--- src/rtl/alu_sequencer_pkg.sv ---
// Shared types and constants for the ALU program sequencer: instruction fields,
// instruction classes, sequencer states and the ALU operation encoding.
package alu_sequencer_pkg;

  localparam int unsigned INSTR_W   = 16;
  localparam int unsigned CLASS_MSB = 15;
  localparam int unsigned CLASS_LSB = 12;
  localparam int unsigned OP_MSB    = 10;
  localparam int unsigned OP_LSB    = 8;
  localparam int unsigned IMM_MSB   = 7;
  localparam int unsigned IMM_LSB   = 0;
  localparam int unsigned RF_MSB    = 1;
  localparam int unsigned RF_LSB    = 0;

  typedef enum logic [2:0] {
    OpAdd  = 3'd0,
    OpSub  = 3'd1,
    OpAnd  = 3'd2,
    OpOr   = 3'd3,
    OpXor  = 3'd4,
    OpNot  = 3'd5,
    OpLd   = 3'd6,
    OpPass = 3'd7
  } operation_e;

  localparam logic [2:0] OP_LD      = 3'b110;
  localparam logic [2:0] RF_CE_IDLE = 3'b111;

  typedef enum logic [3:0] {
    ClsNop   = 4'h0,
    ClsAluRf = 4'h1,
    ClsAluDm = 4'h2,
    ClsLdi   = 4'h3,
    ClsStRf  = 4'h4,
    ClsStDm  = 4'h5,
    ClsJmp   = 4'h6,
    ClsJz    = 4'h7,
    ClsHalt  = 4'hF
  } instr_class_e;

  typedef enum logic [2:0] {
    StIdle,
    StFetch,
    StDecode,
    StMem,
    StExec,
    StHalt
  } seq_state_e;

endpackage

--- src/rtl/alu_seq_decoder.sv ---
// Combinational control decode: maps sequencer state and IR onto the datapath
// control inputs, holding idle values outside EXEC (dm address also in MEM).
module alu_seq_decoder
  import alu_sequencer_pkg::*;
#(
  parameter int unsigned DM_ADDR_W = 8
) (
  input  seq_state_e           state_i,
  input  logic [INSTR_W-1:0]   ir_i,
  output logic [DM_ADDR_W-1:0] dm_addr_o,
  output logic                 dm_we_o,
  output logic                 acc_ce_o,
  output logic [2:0]           op_o,
  output logic [2:0]           rf_ce_o,
  output logic [1:0]           mux_o,
  output logic                 dm_re_o,
  output logic [7:0]           direct_data_o,
  output logic                 direct_load_o,
  output logic                 illegal_o
);

  logic [3:0] cls;
  logic       unused_ir;

  assign cls       = ir_i[CLASS_MSB:CLASS_LSB];
  assign unused_ir = ir_i[11];

  always_comb begin
    dm_addr_o     = '0;
    dm_we_o       = 1'b0;
    acc_ce_o      = 1'b0;
    op_o          = OP_LD;
    rf_ce_o       = RF_CE_IDLE;
    mux_o         = 2'd0;
    dm_re_o       = 1'b0;
    direct_data_o = 8'd0;
    direct_load_o = 1'b0;
    illegal_o     = 1'b0;

    // Data-memory address is presented one cycle early so the read is ready in EXEC.
    if (state_i == StMem && cls == ClsAluDm) begin
      dm_addr_o = ir_i[DM_ADDR_W-1:0];
    end

    if (state_i == StExec) begin
      case (cls)
        ClsNop, ClsJmp, ClsJz, ClsHalt: ;
        ClsAluRf: begin
          acc_ce_o = 1'b1;
          op_o     = ir_i[OP_MSB:OP_LSB];
          mux_o    = ir_i[RF_MSB:RF_LSB];
        end
        ClsAluDm: begin
          dm_addr_o = ir_i[DM_ADDR_W-1:0];
          dm_re_o   = 1'b1;
          acc_ce_o  = 1'b1;
          op_o      = ir_i[OP_MSB:OP_LSB];
        end
        ClsLdi: begin
          acc_ce_o      = 1'b1;
          direct_load_o = 1'b1;
          direct_data_o = ir_i[IMM_MSB:IMM_LSB];
        end
        ClsStRf: rf_ce_o = {1'b0, ir_i[RF_MSB:RF_LSB]};
        ClsStDm: begin
          dm_we_o   = 1'b1;
          dm_addr_o = ir_i[DM_ADDR_W-1:0];
        end
        default: illegal_o = 1'b1;
      endcase
    end
  end

endmodule

--- src/rtl/alu_sequencer.sv ---
// Program sequencer for the 8-bit ALU datapath: fetch/decode/execute FSM with
// PC and IR; datapath control decode lives in alu_seq_decoder.
module alu_sequencer
  import alu_sequencer_pkg::*;
#(
  parameter int unsigned PM_ADDR_W = 8,
  parameter int unsigned DM_ADDR_W = 8
) (
  input  logic                 i_clk,
  input  logic                 i_rst_n,
  input  logic                 i_start,
  input  logic [INSTR_W-1:0]   i_pm_data,
  input  logic [7:0]           i_acumulator,
  output logic [PM_ADDR_W-1:0] o_pm_addr,
  output logic [DM_ADDR_W-1:0] o_dm_addr,
  output logic                 o_dm_we,
  output logic [7:0]           o_dm_wdata,
  output logic                 o_acumulator_ce,
  output logic [2:0]           o_operation_code,
  output logic [2:0]           o_register_file_ce,
  output logic [1:0]           o_register_file_mux_addr,
  output logic                 o_data_memory_read_enable,
  output logic [7:0]           o_direct_data,
  output logic                 o_direct_load,
  output logic                 o_busy,
  output logic                 o_halted,
  output logic                 o_illegal
);

  seq_state_e           state_q, state_d;
  logic [PM_ADDR_W-1:0] pc_q, pc_d;
  logic [INSTR_W-1:0]   ir_q, ir_d;
  logic [3:0]           ir_cls;
  logic                 jump_taken;

  assign ir_cls     = ir_q[CLASS_MSB:CLASS_LSB];
  assign jump_taken = (ir_cls == ClsJmp) || (ir_cls == ClsJz && i_acumulator == 8'd0);

  always_comb begin
    state_d = state_q;
    pc_d    = pc_q;
    ir_d    = ir_q;
    unique case (state_q)
      StIdle, StHalt: begin
        if (i_start) begin
          state_d = StFetch;
          pc_d    = '0;
        end
      end
      StFetch: state_d = StDecode;
      StDecode: begin
        ir_d    = i_pm_data;
        pc_d    = pc_q + 1'b1;
        state_d = (i_pm_data[CLASS_MSB:CLASS_LSB] == ClsAluDm) ? StMem : StExec;
      end
      StMem: state_d = StExec;
      StExec: begin
        // Jump target overrides the increment already applied in DECODE.
        if (jump_taken) begin
          pc_d = ir_q[PM_ADDR_W-1:0];
        end
        state_d = (ir_cls == ClsHalt) ? StHalt : StFetch;
      end
      default: state_d = StIdle;
    endcase
  end

  always_ff @(posedge i_clk or negedge i_rst_n) begin
    if (!i_rst_n) begin
      state_q <= StIdle;
      pc_q    <= '0;
      ir_q    <= '0;
    end else begin
      state_q <= state_d;
      pc_q    <= pc_d;
      ir_q    <= ir_d;
    end
  end

  assign o_pm_addr  = pc_q;
  assign o_dm_wdata = i_acumulator;
  assign o_busy     = (state_q == StFetch) || (state_q == StDecode) ||
                      (state_q == StMem) || (state_q == StExec);
  assign o_halted   = (state_q == StHalt);

  alu_seq_decoder #(
    .DM_ADDR_W (DM_ADDR_W)
  ) u_decoder (
    .state_i       (state_q),
    .ir_i          (ir_q),
    .dm_addr_o     (o_dm_addr),
    .dm_we_o       (o_dm_we),
    .acc_ce_o      (o_acumulator_ce),
    .op_o          (o_operation_code),
    .rf_ce_o       (o_register_file_ce),
    .mux_o         (o_register_file_mux_addr),
    .dm_re_o       (o_data_memory_read_enable),
    .direct_data_o (o_direct_data),
    .direct_load_o (o_direct_load),
    .illegal_o     (o_illegal)
  );

endmodule

--- config.mk ---
export PLATFORM = sky130hd
export DESIGN_NAME = alu_sequencer
export DESIGN_NICKNAME = d
export VERILOG_FILES = /design/src/rtl/alu_sequencer_pkg.sv /design/src/rtl/alu_seq_decoder.sv /design/src/rtl/alu_sequencer.sv
export SDC_FILE = /design/constraint.sdc
export NUM_CORES = 1
export LEC_CHECK = 0
export ABC_AREA = 1
export CORE_ASPECT_RATIO = 1.1
export CORE_MARGIN = 8
export CORE_UTILIZATION = 35
export CTS_CLUSTER_DIAMETER = 100
export DETAILED_ROUTE_END_ITERATION = 8
export GPL_TIMING_DRIVEN = 0
export PLACE_DENSITY = 0.78
export SETUP_SLACK_MARGIN = 0.1
export SLEW_MARGIN = 10
export SYNTH_ARGS = -nofsm -noshare
export SYNTH_HDL_FRONTEND = slang
export SYNTH_SLANG_ARGS = --single-unit
--- constraint.sdc ---
create_clock -name i_clk -period 1.9 [get_ports i_clk]
set_input_delay 0.57 -clock i_clk [delete_from_list [all_inputs] [get_ports i_clk]]
set_output_delay 0.57 -clock i_clk [all_outputs]
set_load 0.05 [all_outputs]
-- Yosys cells after proc, flatten, opt, wreduce, memory -nomap -nowiden
Index checks and enable logic that the tools add are counted.
- equal/unequal tests: 16
- mux-type cells: 28
- reductions and logical operators: 16
- $add $sub $neg: 1
- operator list (operator ; count):
    two-way mux 8 bit ; 7
    one-hot mux 8 bit (3 select lines) ; 1
    two-way mux 3 bit ; 7
    == test 4 x 3 -> 1 bit, second input constant ; 4
    one-hot mux 3 bit (5 select lines) ; 1
    == test 4 x 2 -> 1 bit, second input constant ; 3
    two-way mux 1 bit ; 10
    OR reduction 9 bit ; 1
    adder 8 x 1 -> 8 bit, second input constant ; 1
    logical NOT 8 bit ; 1
    == test 3 x 2 -> 1 bit, second input constant ; 2
    == test 3 bit, second input constant ; 2
    OR reduction 2 bit ; 3
    == test 4 x 1 -> 1 bit, second input constant ; 1
    == test 4 bit, second input constant ; 1
    logical NOT 4 bit ; 1
    logical OR 1 bit ; 4
    two-way mux 2 bit ; 2
    != test 2 bit, second input constant ; 2
    == test 3 x 1 -> 1 bit, second input constant ; 1
    logical NOT 3 bit ; 1
    AND reduction 3 bit ; 1
    nonzero test 3 bit ; 1
    OR reduction 3 bit ; 1
    logical AND 1 bit ; 2
- output and inout port bits: 47
- flip-flop bits (word level): 27
- word-level logic and storage cells: 64

-- Logic depth before layout (Yosys ltp)
- depth after elaboration: 5
- depth in mapped cells: 9
- mapped depth without buffers: 9

-- Modules after synthesis
A second synthesis with hierarchy kept.
- cell total of the unflattened synthesis: 278
- area total of the unflattened synthesis: 1893.1 um2
- by module, submodules not included (module ; area each (um2) ; cells an instance ; times used):
    alu_sequencer ; 1508.9 ; 200 ; 1
    alu_seq_decoder ; 384.1 ; 78 ; 1

-- Least setup slack after synthesis
Ideal clock, no wire load.
- kind: flip-flop to output port
- from: register state_q[2]
- to: output o_dm_addr[0]
- setup slack: -0.669 ns
- buffers on the path: 0
- cell stages (with the launch flop): 6
- arrival: 1.999 ns
- path through: dfrtp_1 inv_2 nand2_2 nor2_1 nand3_1 o21ai_0
- word-level cells in the longest chain between the ends: 5
- elaborated cells on any way between the ends: 6
- RTL lines (item ; RTL line ; text):
    start: declaration ; alu_sequencer.sv:30 ; seq_state_e state_q, state_d;
    start signal: assignment ; alu_sequencer.sv:70 ; state_q <= StIdle;
    start signal: assignment ; alu_sequencer.sv:74 ; state_q <= state_d;
    == test 3 x 2 -> 1 bit ; alu_seq_decoder.sv:41 ; if (state_i == StMem && cls == ClsAluDm) begin
    logical AND 1 bit ; alu_seq_decoder.sv:41 ;
    two-way mux 8 bit ; alu_seq_decoder.sv:41 ;
    two-way mux 8 bit ; alu_seq_decoder.sv:46 ; case (cls)
    two-way mux 8 bit (*) ; alu_seq_decoder.sv:45 ; if (state_i == StExec) begin
    end: declaration ; alu_sequencer.sv:15 ; output logic [DM_ADDR_W-1:0] o_dm_addr,
Every way passes the cells marked *; elsewhere a longest branch is shown, timed or not.

-- Worst setup path in the final report
- from: register ir_q[15]
- to: output o_operation_code[0]
- word-level cells in the longest chain between the ends: 4
- elaborated cells on any way between the ends: 5
- RTL lines (item ; RTL line ; text):
    start: declaration ; alu_sequencer.sv:32 ; logic [INSTR_W-1:0] ir_q, ir_d;
    start signal: assignment ; alu_sequencer.sv:76 ; ir_q <= ir_d;
    == test 4 x 1 -> 1 bit or == test 4 x 2 -> 1 bit (tied branches) ; alu_seq_decoder.sv:46 ;
    OR reduction 2 bit (no source line) (*) ; - ;
    two-way mux 3 bit (*) ; alu_seq_decoder.sv:46 ;
    two-way mux 3 bit (*) ; alu_seq_decoder.sv:45 ;
    end: declaration ; alu_sequencer.sv:19 ; output logic [2:0] o_operation_code,
Marked as above.

==> results.json <==
{
  "unrepaired_setup_endpoints_after_global_routing": "true",
  "power_frac_comb": 0.626,
  "globalplace.congestion": 0.829,
  "ctsHoldBuffers": 0,
  "syn-instance-count": 244,
  "synth-async-reset-ratio": 1.00,
  "detail_route.iter0.violations": 108,
  "syn_avg_cell_area_um2": 7.10,
  "worst_pin_slew_ns": 0.609,
  "fin_crit_ns": 2.25,
  "setup-violations-final": 31,
  "p_sw_mw": 2.20,
  "layout-drive-gt1-share": 0.464,
  "status": "finished, violations left",
  "crit_path_start": "ir_q[15]$_DFFE_PN0P_",
  "drv_slew": 0,
  "yosys-top-cells-area": "dfrtp_1, nand2_1, nand3_1",
  "die_w_um": 83.1,
  "cts-buffers-inserted": 3,
  "floorplan.rows": 27,
  "grt_pass1_vias": 2047,
  "grt_pass1_wl_mm": 10.2,
  "count_of_warnings_emitted_by_yosys": 0,
  "route.vias.total": 2030,
  "timing.slew.headroom": 0.594,
  "dp_hpwl_mm": 4.38,
  "cap_violations": 0,
  "fmaxAchievable_ghz": 0.444,
  "synth_edf_count": 0,
  "post-route-worst-setup-slack_ns": -0.355,
  "synth_top_cell_by_area": "dfrtp_1",
  "power.clock.fraction": 0.113,
  "seq_area_frac_synth": 0.375,
  "synthesis.area_um2": 1730,
  "cts_num_sinks": 26,
  "clk_pin_slew_ns": 0.10,
  "p_int_mw": 1.97,
  "p_per_area_nw_per_um2": 1300,
  "cp-start-kind": "flip-flop",
  "drt_drc_violations_left": 0,
  "antenna-diode-count": 0,
  "core_area_um2": 4900,
  "top_count_cell_post_synth": "nand2_1",
  "final_nets": 372,
  "drtAntennaViolNets": 0,
  "post-place-cells": 374,
  "violated_checks": "negative setup slack",
  "synth_flop_cell": "dfrtp_1",
  "cp_data_required_time_ns": 1.33,
  "avgRoutedWirePerCell_um": 15.6,
  "cts_tree": "done",
  "worst_r2r_startpoint": "state_q[1]$_DFFE_PN0P_",
  "synth_fp_nets": 272,
  "total_power_mw": 4.17,
  "count_of_different_cell_masters_after_synthesis": 30,
  "final.hold.worst_slack_ns": 0.288,
  "synth.top_cell.area_share": 0.375,
  "power.ir.vdd_worst_mv": 0.743,
  "die-area_um2": 7460,
  "antenna_found_initial": 0,
  "syn2layout_area_growth_pct": 84.6,
  "synth.top_cells.by_count": "nand2_1, nand3_1, dfrtp_1, inv_1, nor2_1",
  "grt_max_degree": 27,
  "critical_path.max_fanout": 4,
  "finalHoldViolations": 0,
  "postSynthRegisterBits": 26,
  "hold_path.class": "in -> async",
  "cp_data_arrival_time_ns": 1.68,
  "instances_no_fill": 401,
  "grt_overflow": 0,
  "critPathCaptureType": "output pin",
  "ctsLongestPathBuffers": 2,
  "grt.total_usage": 0.160,
  "start_util": 0.354,
  "root_buffer": "clkbuf_8",
  "pwr-share-seq": 0.261,
  "port_buffers": 72,
  "top_level_ports": 74,
  "final.period_utilization": 1.19,
  "clock-skew-final_ns": 0.0132,
  "worst_skew_pair.late_latency_ns": 0.28,
  "routed_wl_mm": 6.26,
  "switching_portion_of_total_power": 0.528,
  "htree_levels": 1,
  "finish.utilization": 0.653,
  "nFillCells": 364,
  "timing_worst_setup_path_type": "reg -> out",
  "route.detailed.vias_per_inst": 5.06,
  "leakagePower_nw": 1.45,
  "detailedRoute.firstPassIterationCount": 6,
  "dieHeight_um": 89.8
}
[logic make-up (layout without fill, tap and decap cells)]
logic type	after synthesis	count (layout)	share of synthesized area
AND/OR/NAND/NOR	140	140	0.366
buffers and inverters	42	141	0.126
AO/OA/AOI/OAI	35	35	0.125
flip-flops	26	26	0.375
adder cells (fa/ha/maj)	1	1	0.00722
[through the flow]
step / cell area (um2) / setup TNS (ns) / setup WS [ns]
after floorplan: 1960 / -3.70 / -0.296
after global placement: 2750 / -27.16 / -0.774
after detailed placement: 2750 / -27.36 / -0.788
after CTS: 3080 / -7.12 / -0.321
after global routing: 3200 / -9.62 / -0.406
final: 3200 / -7.53 / -0.355
[critical path, stage by stage (launching register included)]
cell	delay [ns]
dfrtp_1	0.44
inv_2	0.12
nand2_2	0.10
inv_4	0.11
nand2_4	0.07
a21oi_4	0.19
and3_4	0.24
buf_8	0.14
[area by class of cell]
class	instances	area (um2)	area share
Sequential cell	26	656	0.205
Tap cell	58	72.6	0.0227
Buffer	12	96.3	0.0301
Clock buffer	3	41.3	0.0129
Multi-Input combinational cell	176	1180	0.369
Timing Repair Buffer	95	990	0.309
Clock inverter	1	30.0	0.00939
Inverter	30	133	0.0415
[registers in the layout, summed over array words and instances, names as in the netlist]
name       flops
ir_q          15
o_pm_addr      8
state_q        3
[routing by layer]
layer	global-route usage	up-vias	part of all wire	wire, um
li1	-	977	-	-
met1	0.192	962	0.40	2510
met2	0.278	78	0.53	3290
met3	0.0289	13	0.056	353
met4	0.0484	0	0.018	110
met5	0	-	0	0
[path summary, 6_finish.rpt]
check                      cells after the start                       end  slack, ns
min in group i_clk                             2       ir_q[9]$_DFFE_PN0P_       0.51
max                                            7       o_operation_code[0]      -0.35
max in group asynchronous                      1    state_q[1]$_DFFE_PN0P_       1.16
min reg2reg                                    2       ir_q[9]$_DFFE_PN0P_       0.51
max reg2reg                                    8  o_pm_addr[0]$_DFFE_PN0P_       0.32
min                                            1       ir_q[0]$_DFFE_PN0P_       0.29
[power groups by stage]
stage / sequential [mW] / clock, mW / combinational [mW]
3_5_place_dp: 1.06 / 0 / 2.17
3_3_place_gp: 1.04 / 0 / 2.13
5_1_grt: 1.13 / 0.498 / 2.80
4_1_cts: 1.05 / 0.483 / 2.41
2_1_floorplan: 1.23 / 0 / 1.39
6_report: 1.09 / 0.472 / 2.61
[cell usage in the layout, fill, tap and decap left out, types with 5 or more instances in the layout]
cell type	Yosys	routed
buf_4	8	28
buf_6	1	27
buf_8	1	17
clkdlybuf4s15_2	0	5
clkdlybuf4s50_1	0	16
dfrtp_1	26	22
dlygate4sd2_1	0	8
inv_1	26	18
inv_2	2	7
nand2_1	69	60
nand2_2	4	10
nand2_4	3	6
nand3_1	27	22
nor2_1	26	12
nor2_4	2	15
o21ai_0	18	15
o22ai_4	0	5
[what timing repair did]
item                       in CTS  in global routing
gates resized for setup       335                 28
setup buffers                  14                  9
setup endpoints to repair      47                 34
pin swaps                      10                  8
Power figures use the tool's default switching activity.
